`config.mk`:
```
export PLATFORM = sky130hd
export DESIGN_NAME = fu_branch_pipe
export DESIGN_NICKNAME = d
export VERILOG_FILES = /design/src/rtl/fu_branch_pipe.sv
export SDC_FILE = /design/constraint.sdc
export NUM_CORES = 1
export LEC_CHECK = 0
export BUFFER_PORTS_ARGS = -buffer_cell sky130_fd_sc_hd__clkbuf_2
export CAP_MARGIN = 25
export CORE_AREA = 2 2 245 174
export DETAILED_ROUTE_END_ITERATION = 8
export DIE_AREA = 0 0 247 176
export GPL_TIMING_DRIVEN = 0
export HOLD_SLACK_MARGIN = 0.02
export MAX_ROUTING_LAYER = met4
export PLACE_DENSITY = 0.52
export SYNTH_ARGS = -nofsm -noshare
export SYNTH_HDL_FRONTEND = slang
export SYNTH_SLANG_ARGS = --single-unit
```
`constraint.sdc`:
```
create_clock -name clk -period 7.1 [get_ports clk]
set_clock_uncertainty 0.1 [all_clocks]
set_input_delay 1.065 -clock clk [delete_from_list [all_inputs] [get_ports clk]]
set_output_delay 1.065 -clock clk [all_outputs]
set_load 0.02 [all_outputs]
```
`src/rtl/fu_branch_pipe.sv`:
```
// Pipelined branch/jump resolution unit: decodes and resolves one op per cycle
// into a single held result stage, with age-based flush and saturating stats.
module fu_branch_pipe #(
  parameter int XLEN      = 32,
  parameter int ROB_DEPTH = 32,
  parameter int TAG_W     = 5,
  parameter int PREG_W    = 7,
  parameter int CNT_W     = 16
) (
  input  logic              clk,
  input  logic              reset,
  input  logic              in_valid,
  output logic              in_ready,
  input  logic [6:0]        in_opcode,
  input  logic [2:0]        in_func3,
  input  logic [XLEN-1:0]   in_pc,
  input  logic [XLEN-1:0]   in_imm,
  input  logic [TAG_W-1:0]  in_rob_tag,
  input  logic [PREG_W-1:0] in_pd,
  input  logic              in_pred_taken,
  input  logic [XLEN-1:0]   in_pred_target,
  input  logic [XLEN-1:0]   ps1_data,
  input  logic [XLEN-1:0]   ps2_data,
  input  logic [TAG_W-1:0]  rob_head,
  input  logic              flush_valid,
  input  logic [TAG_W-1:0]  flush_tag,
  output logic              out_valid,
  input  logic              out_ready,
  output logic [TAG_W-1:0]  out_rob_tag,
  output logic [PREG_W-1:0] out_pd,
  output logic              out_wb_en,
  output logic [XLEN-1:0]   out_data,
  output logic              out_taken,
  output logic              out_mispredict,
  output logic [XLEN-1:0]   out_redirect_pc,
  output logic [CNT_W-1:0]  cnt_branches,
  output logic [CNT_W-1:0]  cnt_mispredicts
);

  localparam logic [6:0]       OP_BRANCH = 7'b1100011;
  localparam logic [6:0]       OP_JAL    = 7'b1101111;
  localparam logic [6:0]       OP_JALR   = 7'b1100111;
  localparam logic [TAG_W-1:0] AGE_MASK  = TAG_W'(ROB_DEPTH - 1);

  // Distance from the ROB head; larger means younger.
  function automatic logic [TAG_W-1:0] age_of(input logic [TAG_W-1:0] tag,
                                              input logic [TAG_W-1:0] head);
    return (tag - head) & AGE_MASK;
  endfunction

  // Held result stage
  logic              out_valid_reg;
  logic              out_valid_next;
  logic [TAG_W-1:0]  out_rob_tag_reg;
  logic [PREG_W-1:0] out_pd_reg;
  logic              out_wb_en_reg;
  logic [XLEN-1:0]   out_data_reg;
  logic              out_taken_reg;
  logic              out_mispredict_reg;
  logic [XLEN-1:0]   out_redirect_pc_reg;
  logic              out_counted_reg;

  // Resolution of the incoming op
  logic [XLEN-1:0] pc_plus4;
  logic [XLEN-1:0] pc_sum;
  logic [XLEN-1:0] rs_sum;
  logic            op_eq;
  logic            op_lt;
  logic            op_ltu;
  logic            br_cond;
  logic            br_func_ok;
  logic            res_known;
  logic            res_taken;
  logic            res_wb_en;
  logic [XLEN-1:0] res_target;
  logic            res_mispredict;
  logic [XLEN-1:0] res_redirect;

  always_comb begin
    pc_plus4 = in_pc + XLEN'(4);
    pc_sum   = in_pc + in_imm;
    rs_sum   = ps1_data + in_imm;
    op_eq    = (ps1_data == ps2_data);
    op_lt    = ($signed(ps1_data) < $signed(ps2_data));
    op_ltu   = (ps1_data < ps2_data);

    br_cond    = 1'b0;
    br_func_ok = 1'b1;
    case (in_func3)
      3'b000:  br_cond = op_eq;
      3'b001:  br_cond = !op_eq;
      3'b100:  br_cond = op_lt;
      3'b101:  br_cond = !op_lt;
      3'b110:  br_cond = op_ltu;
      3'b111:  br_cond = !op_ltu;
      default: br_func_ok = 1'b0;
    endcase

    res_known  = 1'b0;
    res_taken  = 1'b0;
    res_wb_en  = 1'b0;
    res_target = pc_plus4;
    if (in_opcode == OP_BRANCH && br_func_ok) begin
      res_known  = 1'b1;
      res_taken  = br_cond;
      res_target = {pc_sum[XLEN-1:1], 1'b0};
    end else if (in_opcode == OP_JAL) begin
      res_known  = 1'b1;
      res_taken  = 1'b1;
      res_wb_en  = 1'b1;
      res_target = pc_sum;
    end else if (in_opcode == OP_JALR && in_func3 == 3'b000) begin
      res_known  = 1'b1;
      res_taken  = 1'b1;
      res_wb_en  = 1'b1;
      res_target = {rs_sum[XLEN-1:1], 1'b0};
    end

    // Unrecognised encodings never redirect, whatever the frontend guessed.
    res_mispredict = res_known &&
                     ((res_taken != in_pred_taken) ||
                      (res_taken && (res_target != in_pred_target)));
    res_redirect   = res_taken ? res_target : pc_plus4;
  end

  // Handshake and flush control
  logic kill_in;
  logic kill_held;
  logic accept;
  logic transfer;
  logic retire;

  always_comb begin
    kill_in   = flush_valid &&
                (age_of(in_rob_tag, rob_head) > age_of(flush_tag, rob_head));
    kill_held = flush_valid && out_valid_reg &&
                (age_of(out_rob_tag_reg, rob_head) > age_of(flush_tag, rob_head));
    in_ready  = !out_valid_reg || out_ready;
    accept    = in_valid && in_ready && !kill_in;
    transfer  = out_valid_reg && out_ready;
    // A beat that is flushed while being handed over is not a real retirement.
    retire    = transfer && !kill_held && out_counted_reg;

    if (accept) begin
      out_valid_next = 1'b1;
    end else if (transfer || kill_held) begin
      out_valid_next = 1'b0;
    end else begin
      out_valid_next = out_valid_reg;
    end
  end

  always_ff @(posedge clk or posedge reset) begin
    if (reset) begin
      out_valid_reg       <= 1'b0;
      out_rob_tag_reg     <= '0;
      out_pd_reg          <= '0;
      out_wb_en_reg       <= 1'b0;
      out_data_reg        <= '0;
      out_taken_reg       <= 1'b0;
      out_mispredict_reg  <= 1'b0;
      out_redirect_pc_reg <= '0;
      out_counted_reg     <= 1'b0;
    end else begin
      out_valid_reg <= out_valid_next;
      if (accept) begin
        out_rob_tag_reg     <= in_rob_tag;
        out_pd_reg          <= in_pd;
        out_wb_en_reg       <= res_wb_en;
        out_data_reg        <= pc_plus4;
        out_taken_reg       <= res_taken;
        out_mispredict_reg  <= res_mispredict;
        out_redirect_pc_reg <= res_redirect;
        out_counted_reg     <= res_known;
      end
    end
  end

  // Saturating statistics: index 0 counts resolved ops, index 1 mispredicts.
  logic [1:0] cnt_inc;
  assign cnt_inc[0] = retire;
  assign cnt_inc[1] = retire && out_mispredict_reg;

  genvar gi;
  generate
    for (gi = 0; gi < 2; gi++) begin : g_cnt
      logic [CNT_W-1:0] cnt_reg;
      always_ff @(posedge clk or posedge reset) begin
        if (reset) begin
          cnt_reg <= '0;
        end else if (cnt_inc[gi] && (cnt_reg != {CNT_W{1'b1}})) begin
          cnt_reg <= cnt_reg + CNT_W'(1);
        end
      end
    end
  endgenerate

  assign cnt_branches    = g_cnt[0].cnt_reg;
  assign cnt_mispredicts = g_cnt[1].cnt_reg;

  assign out_valid       = out_valid_reg;
  assign out_rob_tag     = out_rob_tag_reg;
  assign out_pd          = out_pd_reg;
  assign out_wb_en       = out_wb_en_reg;
  assign out_data        = out_data_reg;
  assign out_taken       = out_taken_reg;
  assign out_mispredict  = out_mispredict_reg;
  assign out_redirect_pc = out_redirect_pc_reg;

endmodule

```
# --- After elaboration in Yosys (flattened, before gate mapping) ---
# Index checks and enable logic that the tools add are counted.
# W data, S select, Z words.
totals:
  reg_bits: 113
  out_inout_bits: 113
  elab_cells: 76
classes:
  add_sub_neg: 8
  n_lt_le_gt_ge: 4
  n_eq_ne: 13
  mux: 13
  reduce_logical: 27
ops:
  columns: ["operator", "n"]
  rows:
  - ["$mux W32", 4]
  - ["$add A32 B32 Y32", 2]
  - ["$lt A32 B32 Y1", 2]
  - ["$add A16 B1 Y16 const B", 2]
  - ["$add A32 B3 Y32 const B", 1]
  - ["$eq A32 B32 Y1", 1]
  - ["$ne A16 B16 Y1 const B", 2]
  - ["$ne A32 B32 Y1", 1]
  - ["$eq A7 B7 Y1 const B", 3]
  - ["$logic_and A1 B1 Y1", 15]
  - ["$sub A5 B5 Y5", 3]
  - ["$eq A3 B3 Y1 const B", 4]
  - ["$gt A5 B5 Y1", 2]
  - ["$mux W1", 8]
  - ["$logic_not A1 Y1", 6]
  - ["$pmux W1 S6", 1]
  - ["$reduce_or A6 Y1", 1]
  - ["$eq A3 B1 Y1 const B", 1]
  - ["$logic_not A3 Y1", 1]
  - ["$logic_or A1 B1 Y1", 3]
  - ["$reduce_bool A2 Y1", 1]
  - ["$ne A1 B1 Y1", 1]

# --- Depth between registers and ports, before layout ---
logic_depth:
  depth_word: 9
  depth_mapped: 19
  depth_no_buf: 19

# --- Worst setup path after synthesis ---
# Ideal clock, no wire load.
synth_path:
  kind: "in2reg"
  startpoint: "input port flush_tag[0]"
  endpoint: "register out_mispredict_reg (netlist: out_mispredict)"
  setup_ps: 130
  arrival_ps: 4343
  path_slack_ps: 2527
  cell_stages: 18
  path_buffers: 0
  cell_sequence: "inv_1 > ha_1 > inv_1 > fa_1 > a21o_1 > a21oi_1 > xnor2_1 > ha_1 > nor2b_1 > or4_1 > a32oi_1 > o2111ai_1 > nor4b_1 > nand4_1 > nor4_1 > nand4_1 > nor4_2 > a31oi_1"
synth_via:
  elab_chain_cells: 5
synth_lines:
  columns: ["item", "line", "text"]
  rows:
  - ["from (decl)", "26", "input logic [TAG_W-1:0] flush_tag,"]
  - ["$sub A5 B5 Y5", "48", "return (tag - head) & AGE_MASK;"]
  - ["$gt A5 B5 Y1", "135", "(age_of(in_rob_tag, rob_head) > age_of(flush_tag, rob_head));"]
  - ["$logic_and A1 B1 Y1", "134", "kill_in = flush_valid &&"]
  - ["$logic_not A1 Y1", "139", "accept = in_valid && in_ready && !kill_in;"]
  - ["$logic_and A1 B1 Y1", "139", null]
  - ["to (signal assigned)", "172", "out_mispredict_reg <= res_mispredict;"]
  - ["to (decl)", "59", "logic out_mispredict_reg;"]
# No other way between the ends.
# A chain may end at the register's enable or synchronous reset.

# --- Final worst setup path ---
layout_path:
  startpoint: "input port in_opcode[1]"
  endpoint: "register out_redirect_pc_reg[20] (netlist: out_redirect_pc[20])"
layout_via:
  elab_chain_cells: 6
  word_cells_on_any_way: 12
  cone_classes: "eq/ne: 3; mux: 7; reduce/logical: 2"
layout_lines:
  columns: ["item", "line", "text"]
  rows:
  - ["from (decl)", "14", "input logic [6:0] in_opcode,"]
  - ["$eq A7 B7 Y1", "112", "end else if (in_opcode == OP_JALR && in_func3 == 3'b000) begin"]
  - ["$logic_and A1 B1 Y1", "112", null]
  - ["$mux W32 / $mux W1 (equally long branches)", "112", null]
  - ["$mux W32 / $mux W1 (equally long branches)", "107", "end else if (in_opcode == OP_JAL) begin"]
  - ["$mux W32 / $mux W1 (equally long branches)", "103", "if (in_opcode == OP_BRANCH && br_func_ok) begin"]
  - ["$mux W32 (*)", "123", "res_redirect = res_taken ? res_target : pc_plus4;"]
  - ["to (signal assigned)", "173", "out_redirect_pc_reg <= res_redirect;"]
  - ["to (decl)", "60", "logic [XLEN-1:0] out_redirect_pc_reg;"]
# Every way passes the cells marked *; elsewhere a longest branch is shown, timed or not.

==> results.md <==
* Tcrit/Tclk final at 75.2%
* Met3 GRT Util at 4.91%
* Clock sink total at 113
* DR DRC count at 0
* PwrDens at 242 nW/um^2
* Fin cells at 2,461
* Crit path max-delay family: simple AND/OR/NAND/NOR gates
* Slowest cell on the critical path: a21oi_1
* Final setup viols at 0
* # IOs at 311
* Arr. time, crit path at 5.51 ns
* Syn Area/Cell at 7.79 sq um
* Post-Syn Instances at 1,570
* Final Hold Violating Endpoints at 0
* Vias per cell at 5.54
* Worst hold margin at 0.376 ns
* Most frequent cells in the layout: clkbuf_2, nand2_1, ha_1, a21oi_1, dfrtp_1
* Gp weighted congestion at 0.973
* Core area at 40,900 sq um
* Largest net degree at the start of global routing at 93
* Initial antenna violation count at 5
* Setup_tns at 0 ns
* First-pass GRT wire length at 84,600 um
* Status: finished clean
* Max Slew Vio Count at 0
* Fin util at 36.9%
* Worst Max-Slew Pin Slew at 1.10 ns
* Tmin final at 5.34 ns
* Ys Warns at 0
* Clock root cell: clkbuf_16
* Yosys reg bits at 113
* Peak supply drop at 0.222 mV
* CTS Buffer Depth at 2
* Worst path max stage delay at 0.91 ns
* Max frequency at 187 MHz
* Final WL at 57,900 um
* CP Class: input port to register
* Wire length per cell at 23.5 um
* GR Util All Layers at 27.0%
* Via Count at 13,600
* Post-synth EDFFs at 0
* Synth unique cells at 87
* Hold buffer count at cts at 0
* DRT iter0 DRCs at 1,227
* Worst Reg2Reg Path Length in Cells at 16
* Vias in the first global route at 12,900
* Commonest non-fill, non-tap cell in the layout: clkbuf_2
* First-pass DRT Iterations at 7
* Final ANT Viol Nets at 0
* Crit path buf inv count at 4
* Mapped cell area at 12,200 sq um
* Leak Pwr at 0.00713 uW
* Startpoint types: input port
* Post-CTS Resized at 0
* Area Growth Syn to Fin at 23.4%
* Share of cells above drive strength 1 at 20.3%
* RSZ-0062 raised after global routing: false
* Clk slew on worst S/H paths at 0.06 ns
* Met2 Usage GRT at 38.7%
* Ys async rst share at 100%
* Top cell by count, worst path: clkbuf_1
* Die Wd at 247 um
* Worst path depth at 13
* Max-cap viol count at 0
* Inst Count DP at 2,424
* Met1 global-route usage at 39.9%
* Total setup buffers inserted after CTS at 0
* Die area at 43,500 sq um
* Most Used Layer, Global Route: met1
* Total power at 3650 uW
* Htree depth at 4
* Commonest register cell after synthesis: dfrtp_1
* Number of I/O port buffers at 308
* Cts bufs inserted at 17
* Insertion delay to the later sink of the worst-skew pair at 0.41 ns
* Worst Path Required at 7.27 ns
* Worst hold path type: register to register
* Worst-path cell chain: clkbuf_2 -> and2_1 -> clkbuf_1 -> nand4b_1 -> nor3_1 -> nand3_1 -> a21oi_1 -> nand2b_1 -> clkbuf_1 -> clkbuf_1 -> nand2_1 -> o31ai_1 -> o21ai_0
* Slew Limit Headroom at 26.8%
* Placed wire-length estimate at 49,300 um
* Std cell rows at 62
* Initial Utilization at 29.9%
* Syn Nets at 1,891
* Sequential share of the synthesized area at 23.1%
* Worst Path Max Fanout at 10
* Die height at 176 um
* Worst Setup End Kind: register
* GR Overflow Total at 0
* Worst hold stages at 2
* Nets at 2,220
* CTS tree: done
==> Yosys cell counts (6+ instances only) <==
cell type | number | area (sq um)
a211oi_1 | 20 | 150
nand2b_1 | 9 | 56.3
nand2_1 | 232 | 871
or3_1 | 22 | 138
o31ai_1 | 9 | 67.6
nor2_1 | 87 | 327
nand4b_1 | 6 | 52.6
mux2i_1 | 9 | 90.1
a221oi_1 | 7 | 61.3
and2_1 | 10 | 62.6
nand4_1 | 44 | 275
buf_1 | 9 | 33.8
nor4_1 | 14 | 87.6
mux2_2 | 7 | 78.8
inv_1 | 71 | 267
a21o_1 | 35 | 263
nor2b_1 | 8 | 50.1
nand3_1 | 58 | 290
xor2_1 | 53 | 464
o22ai_1 | 7 | 43.8
clkbuf_1 | 45 | 169
a32oi_1 | 6 | 52.6
o21ai_0 | 105 | 526
o211ai_1 | 20 | 150
o21ai_1 | 16 | 80.1
ha_1 | 118 | 1480
a31oi_1 | 15 | 93.8
a21oi_1 | 114 | 571
and4_1 | 12 | 105
and3_1 | 20 | 125
buf_2 | 16 | 80.1
xnor2_1 | 82 | 718
a22oi_1 | 8 | 60.1
dfrtp_1 | 113 | 2830
o211a_1 | 6 | 60.1
o21bai_1 | 6 | 45.0
nor3_1 | 28 | 140
o21a_1 | 22 | 165
==> routing by layer <==
layer | vias to the layer above | part of all wire [%]
li1 | 6448 | -
met1 | 6563 | 49
met4 | 0 | 1.2
met5 | - | 0
met3 | 41 | 9.2
met2 | 583 | 41
==> logic make-up after synthesis <==
group	after synthesis	share of synthesized area (%)
xor+xnor	137	10.0
buf+inv	143	4.65
flops	113	23.1
compound gates	465	25.0
simple gates	573	22.9
mux	16	1.38
fa+ha+maj	123	12.9
==> through the flow <==
| stage | setup WS [ns] | area [sq um] |
|---|---|---|
| floorplan | 2.53 | 12200 |
| global placement | 1.15 | 14400 |
| detailed placement | 1.62 | 14500 |
| CTS | 2.04 | 15100 |
| global route | 1.69 | 15100 |
| finish | 1.76 | 15100 |
==> path summary, 6_finish.rpt <==
kind                                     start             endpoint  slack [ns]
setup / recovery                  in_opcode[1]  out_redirect_pc[20]        1.76
hold / removal             out_redirect_pc[12]  out_redirect_pc[12]        0.38
setup reg to reg                out_rob_tag[0]  cnt_mispredicts[10]        3.23
hold reg to reg            out_redirect_pc[12]  out_redirect_pc[12]        0.38
max in group asynchronous                reset  out_redirect_pc[18]        5.67
min in group asynchronous                reset   cnt_mispredicts[7]        0.48
==> where the power goes <==
group	leakage [uW]	internal [uW]	switching [uW]
Sequential	0.00143	869	162
Combinational	0.00541	590	1180
Clock	0.000288	520	327
Total	0.00713	1980	1670
==> tightest hold or removal path, cell delays in order (launching register included) <==
cell,delay [ns]
dfrtp_1,0.35
nand2_1,0.05
nand2_1,0.05
==> area by class of cell <==
cell class,count,area [sq um]
fillers,4316,25800
multi-input cells,1314,8830
flip-flops and latches,113,2830
repair buffers,310,1570
well taps,544,681
clock buffers,17,425
plain buffers,72,302
inverters,71,272
clock inverters,15,161
diodes,5,12.5
Note: power is estimated with default switching activity, not from simulation.
